## config.mk

```make
export PLATFORM = sky130hd
export DESIGN_NAME = operand_queue_flat
export DESIGN_NICKNAME = d
export VERILOG_FILES = /design/src/rtl/operand_queue_if.sv /design/src/rtl/operand_queue.sv /design/src/flat_wrapper.sv
export SDC_FILE = /design/constraint.sdc
export NUM_CORES = 1
export LEC_CHECK = 0
export BUFFER_PORTS_ARGS = -buffer_cell sky130_fd_sc_hd__clkbuf_2
export CAP_MARGIN = 15
export CORE_UTILIZATION = 55
export DETAILED_ROUTE_END_ITERATION = 7
export PLACE_DENSITY = 0.72
export SYNTH_ARGS = -nofsm -noshare
export SYNTH_HDL_FRONTEND = slang
export SYNTH_SLANG_ARGS = --single-unit
```

## constraint.sdc

```tcl
create_clock -name clk -period 8.6 [get_ports clk]
set_clock_uncertainty 0.2 [all_clocks]
set_input_delay 0.43 -clock clk [delete_from_list [all_inputs] [get_ports clk]]
set_output_delay 0.43 -clock clk [all_outputs]
set_load 0.1 [all_outputs]
```

## src/rtl/operand_queue_if.sv

```systemverilog
// Operand queue bus: issue-side doorbells and operand set in, FPU-side head entry out.
// Ports: fpu_rst_w/fpu_doorbell_w/simd_doorbell/enable/operands_in from issue logic,
//        in_ready/operands_out/out_valid/count back, out_ready from the FPU core.
// Optional macro OPQ_OVERFLOW_FLAG_EN adds ovf_clr (in) and overflow (out).
interface operand_queue_if #(
    parameter int DATA_W       = 32,
    parameter int NUM_OPERANDS = 2,
    parameter int DEPTH        = 4
);
    localparam int CNT_W = $clog2(DEPTH + 1);

    logic                           fpu_rst_w;
    logic                           fpu_doorbell_w;
    logic                           simd_doorbell;
    logic                           enable;
    logic [NUM_OPERANDS*DATA_W-1:0] operands_in;
    logic                           in_ready;
    logic [NUM_OPERANDS*DATA_W-1:0] operands_out;
    logic                           out_valid;
    logic                           out_ready;
    logic [CNT_W-1:0]               count;
`ifdef OPQ_OVERFLOW_FLAG_EN
    logic                           ovf_clr;
    logic                           overflow;
`endif

    // Issue logic + FPU core side.
    modport master (
        output fpu_rst_w, fpu_doorbell_w, simd_doorbell, enable, operands_in, out_ready,
        input  in_ready, operands_out, out_valid, count
`ifdef OPQ_OVERFLOW_FLAG_EN
        , output ovf_clr, input overflow
`endif
    );

    // The queue itself.
    modport slave (
        input  fpu_rst_w, fpu_doorbell_w, simd_doorbell, enable, operands_in, out_ready,
        output in_ready, operands_out, out_valid, count
`ifdef OPQ_OVERFLOW_FLAG_EN
        , input ovf_clr, output overflow
`endif
    );
endinterface

```

## src/rtl/operand_queue.sv

```systemverilog
// Operand queue: buffers up to DEPTH operand sets captured on FPU/SIMD doorbells and
// presents the oldest set to the FPU through out_valid/out_ready.
// Ports: clk, reset (async, active-high), bus (operand_queue_if.slave).
// Latency 1 cycle push-to-out_valid (no bypass); pushes while full without a pop are dropped.
// Optional macro OPQ_OVERFLOW_FLAG_EN adds a sticky overflow flag with ovf_clr.
module operand_queue #(
    parameter int DATA_W       = 32,
    parameter int NUM_OPERANDS = 2,
    parameter int DEPTH        = 4
) (
    input logic           clk,
    input logic           reset,
    operand_queue_if.slave bus
);
    localparam int CNT_W = $clog2(DEPTH + 1);
    localparam int PTR_W = (DEPTH > 1) ? $clog2(DEPTH) : 1;
    localparam int SET_W = NUM_OPERANDS * DATA_W;

    typedef logic [SET_W-1:0] set_t;

    set_t             mem_q [DEPTH];
    logic [PTR_W-1:0] wr_ptr_q, wr_ptr_d;
    logic [PTR_W-1:0] rd_ptr_q, rd_ptr_d;
    logic [CNT_W-1:0] count_q, count_d;

    logic flush;
    logic push_req;
    logic push;
    logic pop;

    // Handshake flags come from the registered count only, so out_ready never
    // reaches in_ready combinationally.
    assign bus.out_valid    = (count_q != '0);
    assign bus.in_ready     = (count_q != CNT_W'(DEPTH));
    assign bus.count        = count_q;
    assign bus.operands_out = mem_q[rd_ptr_q];

    // A soft-reset doorbell is a flush, never a push, regardless of enable.
    assign flush    = bus.fpu_rst_w & bus.fpu_doorbell_w;
    assign push_req = (bus.fpu_doorbell_w | bus.simd_doorbell) & bus.enable & ~flush;
    assign pop      = bus.out_valid & bus.out_ready;
    // When full, the slot freed by a same-cycle pop can be reused.
    assign push     = push_req & (bus.in_ready | pop);

    always_comb begin
        wr_ptr_d = wr_ptr_q;
        rd_ptr_d = rd_ptr_q;
        count_d  = count_q;
        if (flush) begin
            // Leave exactly one zero entry at slot 0.
            rd_ptr_d = '0;
            wr_ptr_d = PTR_W'(1);
            count_d  = CNT_W'(1);
        end else begin
            if (push) begin
                wr_ptr_d = (wr_ptr_q == PTR_W'(DEPTH - 1)) ? '0 : wr_ptr_q + PTR_W'(1);
            end
            if (pop) begin
                rd_ptr_d = (rd_ptr_q == PTR_W'(DEPTH - 1)) ? '0 : rd_ptr_q + PTR_W'(1);
            end
            if (push && !pop) begin
                count_d = count_q + CNT_W'(1);
            end else if (pop && !push) begin
                count_d = count_q - CNT_W'(1);
            end
        end
    end

    always_ff @(posedge clk or posedge reset) begin
        if (reset) begin
            wr_ptr_q <= '0;
            rd_ptr_q <= '0;
            count_q  <= '0;
            for (int i = 0; i < DEPTH; i++) begin
                mem_q[i] <= '0;
            end
        end else begin
            wr_ptr_q <= wr_ptr_d;
            rd_ptr_q <= rd_ptr_d;
            count_q  <= count_d;
            if (flush) begin
                mem_q[0] <= '0;
            end else if (push) begin
                mem_q[wr_ptr_q] <= bus.operands_in;
            end
        end
    end

`ifdef OPQ_OVERFLOW_FLAG_EN
    logic drop;
    logic ovf_q, ovf_d;

    assign drop = push_req & ~bus.in_ready & ~pop;

    // A new drop beats a same-cycle clear; flush leaves the flag alone.
    always_comb begin
        ovf_d = ovf_q;
        if (drop) begin
            ovf_d = 1'b1;
        end else if (bus.ovf_clr) begin
            ovf_d = 1'b0;
        end
    end

    always_ff @(posedge clk or posedge reset) begin
        if (reset) begin
            ovf_q <= 1'b0;
        end else begin
            ovf_q <= ovf_d;
        end
    end

    assign bus.overflow = ovf_q;
`endif
endmodule

```

## src/flat_wrapper.sv

```systemverilog
// flat-port wrapper written by rule: the top's interface ports become plain ports
module operand_queue_flat 
#(
    parameter int DATA_W       = 32,
    parameter int NUM_OPERANDS = 2,
    parameter int DEPTH        = 4
)
  (clk, reset, bus_fpu_rst_w, bus_fpu_doorbell_w, bus_simd_doorbell, bus_enable, bus_operands_in, bus_out_ready, bus_in_ready, bus_operands_out, bus_out_valid, bus_count);
  operand_queue_if #(.DATA_W(DATA_W), .NUM_OPERANDS(NUM_OPERANDS), .DEPTH(DEPTH)) bus_i ();
  input logic clk;
  input logic reset;
  input wire logic [$bits(bus_i.fpu_rst_w)-1:0] bus_fpu_rst_w;
  input wire logic [$bits(bus_i.fpu_doorbell_w)-1:0] bus_fpu_doorbell_w;
  input wire logic [$bits(bus_i.simd_doorbell)-1:0] bus_simd_doorbell;
  input wire logic [$bits(bus_i.enable)-1:0] bus_enable;
  input wire logic [$bits(bus_i.operands_in)-1:0] bus_operands_in;
  input wire logic [$bits(bus_i.out_ready)-1:0] bus_out_ready;
  output wire logic [$bits(bus_i.in_ready)-1:0] bus_in_ready;
  output wire logic [$bits(bus_i.operands_out)-1:0] bus_operands_out;
  output wire logic [$bits(bus_i.out_valid)-1:0] bus_out_valid;
  output wire logic [$bits(bus_i.count)-1:0] bus_count;
  assign bus_i.fpu_rst_w = bus_fpu_rst_w;
  assign bus_i.fpu_doorbell_w = bus_fpu_doorbell_w;
  assign bus_i.simd_doorbell = bus_simd_doorbell;
  assign bus_i.enable = bus_enable;
  assign bus_i.operands_in = bus_operands_in;
  assign bus_i.out_ready = bus_out_ready;
  assign bus_in_ready = bus_i.in_ready;
  assign bus_operands_out = bus_i.operands_out;
  assign bus_out_valid = bus_i.out_valid;
  assign bus_count = bus_i.count;
  operand_queue #(.DATA_W(DATA_W), .NUM_OPERANDS(NUM_OPERANDS), .DEPTH(DEPTH)) u_core (.clk(clk), .reset(reset), .bus(bus_i));
endmodule
```

; Word-level counts from Yosys, hierarchy flattened
; Cells that the tools add are included.
[word_totals]
ff_bits = 263
latch_bits = 0
mem_bits_rw = 0
rom_bits = 0
in_bits = 71
out_inout_bits = 69
wordCells = 54
mem_count = 0
[classes]
n_addsub = 4
multipliers = 0
div = 0
magnitude_cmp = 3
n_eq_ne = 3
n_shift = 0
n_mux = 17
bitwise = 10
n_reduce_logical = 10
[ops]
columns = op, count
row1 = $bwmux W256, 1
row2 = $mux W256, 1
row3 = $mux W64, 4
row4 = $bmux W64 S2, 1
row5 = $demux W64 S2, 1
row6 = $mux W2, 6
row7 = $mux W3, 3
row8 = $ge A3 B3 Y1 const B, 2
row9 = $not A2 Y3, 2
row10 = $reduce_bool A3 Y1, 2
row11 = $and A1 B1 Y1, 5
row12 = $add A2 B1 Y2 const B, 2
row13 = $eq A2 B2 Y1 const B, 2
row14 = $reduce_bool A2 Y1, 2
row15 = $add A3 B1 Y3 const B, 1
row16 = $logic_and A1 B1 Y1, 3
row17 = $lt A3 B1 Y1 const B, 1
row18 = $ne A3 B3 Y1 const B, 1
row19 = $sub A3 B1 Y3 const B, 1
row20 = $logic_not A1 Y1, 2
row21 = $or A1 B1 Y1, 2
row22 = $reduce_and A2 Y1, 1
row23 = $not A1 Y1, 1

; Longest topological paths before layout
[logic_depth]
word_depth = 9
mapped_depth = 9
depth_no_buf = 8

; Worst setup path after synthesis
; Ideal clock, no wire load.
[synth_path]
kind = register -> register
start = register u_core.count_q[2] (netlist: u_core.bus.count[2])
end = register u_core.count_q[2] (netlist: u_core.bus.count[2])
setup_time_ns = 0.077
t_arrival_ns = 2.884
slack_ns = 5.439
path_stages_with_launch = 9
n_path_buf = 0
synth_period_minus_slack_ns = 3.161
path_cell_list = dfrtp_1 > nor4b_4 > a211o_1 > inv_1 > ha_1 > fa_1 > xnor2_1 > or3_1 > a21oi_1
[synth_between]
elab_chain_cells = 7
[synth_lines]
columns = item, line
row1 = "start, declared", operand_queue.sv:24  ; logic [CNT_W-1:0] count_q, count_d;
row2 = "start signal, assigned", operand_queue.sv:80  ; count_q <= count_d;
row3 = $reduce_bool A3 Y1, operand_queue.sv:33  ; assign bus.out_valid = (count_q != '0);
row4 = $and A1 B1 Y1, operand_queue.sv:41  ; assign pop = bus.out_valid & bus.out_ready;
row5 = $or A1 B1 Y1, operand_queue.sv:43  ; assign push = push_req & (bus.in_ready | pop);
row6 = $and A1 B1 Y1, operand_queue.sv:43
row7 = $logic_and A1 B1 Y1 / $logic_not A1 Y1 (equally long branches), "operand_queue.sv:61, operand_queue.sv:63"
row8 = $mux W3 / $logic_and A1 B1 Y1 (equally long branches), "operand_queue.sv:61, operand_queue.sv:63"
row9 = $mux W3 / $reduce_bool A3 Y1 (equally long branches), -
; Parallel ways exist; a longest one is shown, timed or not. The select of a mux whose other input is x is not followed.
; A chain may end at the register's enable or synchronous reset.

; Worst setup path after layout
[layout_path]
start = register u_core.rd_ptr_q[1]
end = output port bus_operands_out[29]
[layout_between]
elab_chain_cells = 4
[layout_lines]
columns = item, line
row1 = "start, declared", operand_queue.sv:23  ; logic [PTR_W-1:0] rd_ptr_q, rd_ptr_d;
row2 = "start signal, assigned", operand_queue.sv:79  ; rd_ptr_q <= rd_ptr_d;
row3 = $not A2 Y3 (implied by the code), operand_queue.sv:36  ; assign bus.operands_out = mem_q[rd_ptr_q];
row4 = $bmux W64 S2, operand_queue.sv:36
row5 = $mux W64 (implied by the code) (2 in series), operand_queue.sv:36
row6 = "end, declared", flat_wrapper.sv:19  ; output wire logic [$bits(bus_i.operands_out)-1:0] bus_operands_out;
; No other way between the ends. The select of a mux whose other input is x is not followed.

==> metrics.cfg <==
[run_status]
outcome = completed

[setup_path]
required_ns = 7.97
cp-end-kind = primary output
critical_path.slowest_cell = dfrtp_4
slowest_delay_ns = 0.75
cp-start-kind = flip-flop
cp_max_fo = 42
critPathArrivalTime_ns = 3.07
path_cells = buf_4 > mux4_2 > clkbuf_2
path_class = reg2out

[route]
wl_per_cell_um = 18.64
drt-pass1-iter-count = 4
routed_via_density = 5.462
drt_iter0_drc = 286
vias = 7123
route.detailed.drc = 0
final_antenna_net_count = 0
totalWireLength_um = 24310

[global_route]
grt_max_degree = 121
first_global_vias = 7695
overflow = 0
antenna_found_initial = 3
grt_util_all_layers = 0.2327
grt_pass1_wl_um = 40500

[synthesis]
synth_area_mm2 = 0.01194
yosysWarnings = 0
syn-num-nets = 888
ys_types = 30
avgSynthCellArea_um2 = 14.74
synth-seq-cells = 263
synth-seq-area-share = 0.5512
syn_inst = 810

[floorplanning]
die_width_um = 149.3
io_pins = 140
start_util = 0.5644
core-area_mm2 = 0.02115
die_area_mm2 = 0.02230
die_h_um = 149.3
rows = 53

[final_layout]
drive_above_1_share = 0.3447
postLayoutCoreUtil = 0.6830
syn_to_final_growth_pct = 21.01
nets = 1086
mostFrequentLayoutCell = dfrtp_1
layout.cells.most_common_list = dfrtp_1, clkbuf_2, mux2_1

[clock_tree]
root_buffer = clkbuf_16
cts_sinks = 263
clk_latency_ns = 0.53
cts_buffers = 28
htreeDepth = 1
cts_buffer_depth = 3
cts_tree = yes
cts.clk_slew.worst_paths_ns = 0.06

[timing]
finalSetupViolCount = 0
relSlewSlack = 0.2980
rsz0062_at_grt = no
period_needed_ns = 3.705
fmax_mhz = 269.9
hold_viol = 0
tightest_slew_ns = 1.053
drv_slew = 0
hold-worst-slack_ns = 0.1039
fin_setup_tns_ns = 0
timing.final.ws_setup_ns = 4.895
post-route-period-util = 0.4308

[place]
dp_hpwl_um = 14700
gp_congestion = 0.7505
post-place-ws_ns = 5.388
portBuffers = 139

[min_path]
hold_path.class = in2reg

[job]
max_cap_viol_count = 0

## worst max-delay path: cells and delay by family, from the launching register on
family / cells / cell delay (ns)
muxes: 1 / 0.60
DFF: 1 / 0.75
buffers and inverters: 2 / 1.09
## worst paths after layout
| path | to | from | slack, ns | depth (start not counted) |
|---|---|---|---|---|
| worst min register to register | u_core.mem_q[51] | u_core.mem_q[51] | 0.28 | 1 |
| worst max-delay path | bus_operands_out[29] | u_core.rd_ptr_q[1] | 4.90 | 3 |
| max in group asynchronous | u_core.rd_ptr_q[1] | reset | 6.31 | 4 |
| worst min-delay path | u_core.rd_ptr_q[0] | bus_fpu_rst_w | 0.10 | 3 |
| worst max register to register | u_core.bus.count[2] | u_core.bus.count[1] | 5.64 | 8 |
| min in group asynchronous | u_core.mem_q[86] | reset | 0.42 | 3 |
## stage by stage
step                      area [µm²]  std cells
after detailed placement       12860       1188
after CTS                      14440       1302
after floorplan                11940        810
after global placement         12860       1188
final                          14450       1304
after global routing           14450       1304
## per-layer routing
layer  GRT usage  up-vias  share of wire
met4     0.06020        2          0.019
met2      0.3824      152           0.49
met1      0.3190     3671           0.44
li1            -     3263              -
met5           0        -        0.00037
met3     0.04495       35          0.047
## layout make-up
cell class	instances	area (µm²)
Timing Repair Buffer	216	1436
Tap cell	275	344.1
Sequential cell	263	6589
Inverter	72	277.8
Fill cell	1501	6705
Antenna cell	2	5.005
Clock inverter	8	105.1
Multi-Input combinational cell	427	4862
Clock buffer	41	829.5
## cells by family (layout without fill, tap and decap cells)
logic type / count (synthesis) / in the layout / share of synthesized area
muxes: 322 / 322 / 0.3571
DFF: 263 / 263 / 0.5512
buffers and inverters: 120 / 337 / 0.04412
and+or+nand+nor: 84 / 84 / 0.02945
AOI/OAI and AO/OA: 12 / 12 / 0.008698
adders and majority gates: 7 / 7 / 0.007964
xor gates and xnor gates: 2 / 2 / 0.001467
other: 0 / 2 / 0
## sequential cells by signal (all words and copies together) (netlist names)
register,flops
u_core.mem_q,256
u_core.rd_ptr_q,2
u_core.wr_ptr_q,2
u_core.bus.count,3
## synth_stat cells
master / number / area [µm²]
dfrtp_1: 263 / 6581
mux2_1: 106 / 1194
mux2_2: 86 / 968.4
inv_1: 72 / 270.3
nand2_1: 72 / 270.3
mux2i_1: 66 / 660.6
mux4_2: 64 / 1441
buf_2: 25 / 125.1
clkbuf_1: 11 / 41.29
buf_1: 6 / 22.52
buf_6: 6 / 67.56
ha_1: 6 / 75.07
nor2_1: 4 / 15.01
a21oi_1: 3 / 15.01
or3_1: 3 / 18.77
a211oi_2: 2 / 25.02
nand2b_1: 2 / 12.51
a2111oi_0: 1 / 8.760
a211o_1: 1 / 8.760
a211oi_1: 1 / 7.510
a211oi_4: 1 / 20.02
a31oi_1: 1 / 6.260
and2_1: 1 / 6.260
fa_1: 1 / 20.02
nand3_1: 1 / 5.000
nor4b_4: 1 / 23.77
o21ai_0: 1 / 5.000
o31ai_1: 1 / 7.510
xnor2_1: 1 / 8.760
xor2_1: 1 / 8.760
## what timing repair did
action / in CTS / in global routing
buffers inserted: 0 / 0
endpoints found under the setup margin: 0 / 0
gates resized for setup: 0 / 0
hold buffers: 65 / 0
endpoints found under the hold margin: 374 / 0
Power is not shown: default switching activity piles up to over one toggle a cycle in this logic, so the estimate is an artifact.
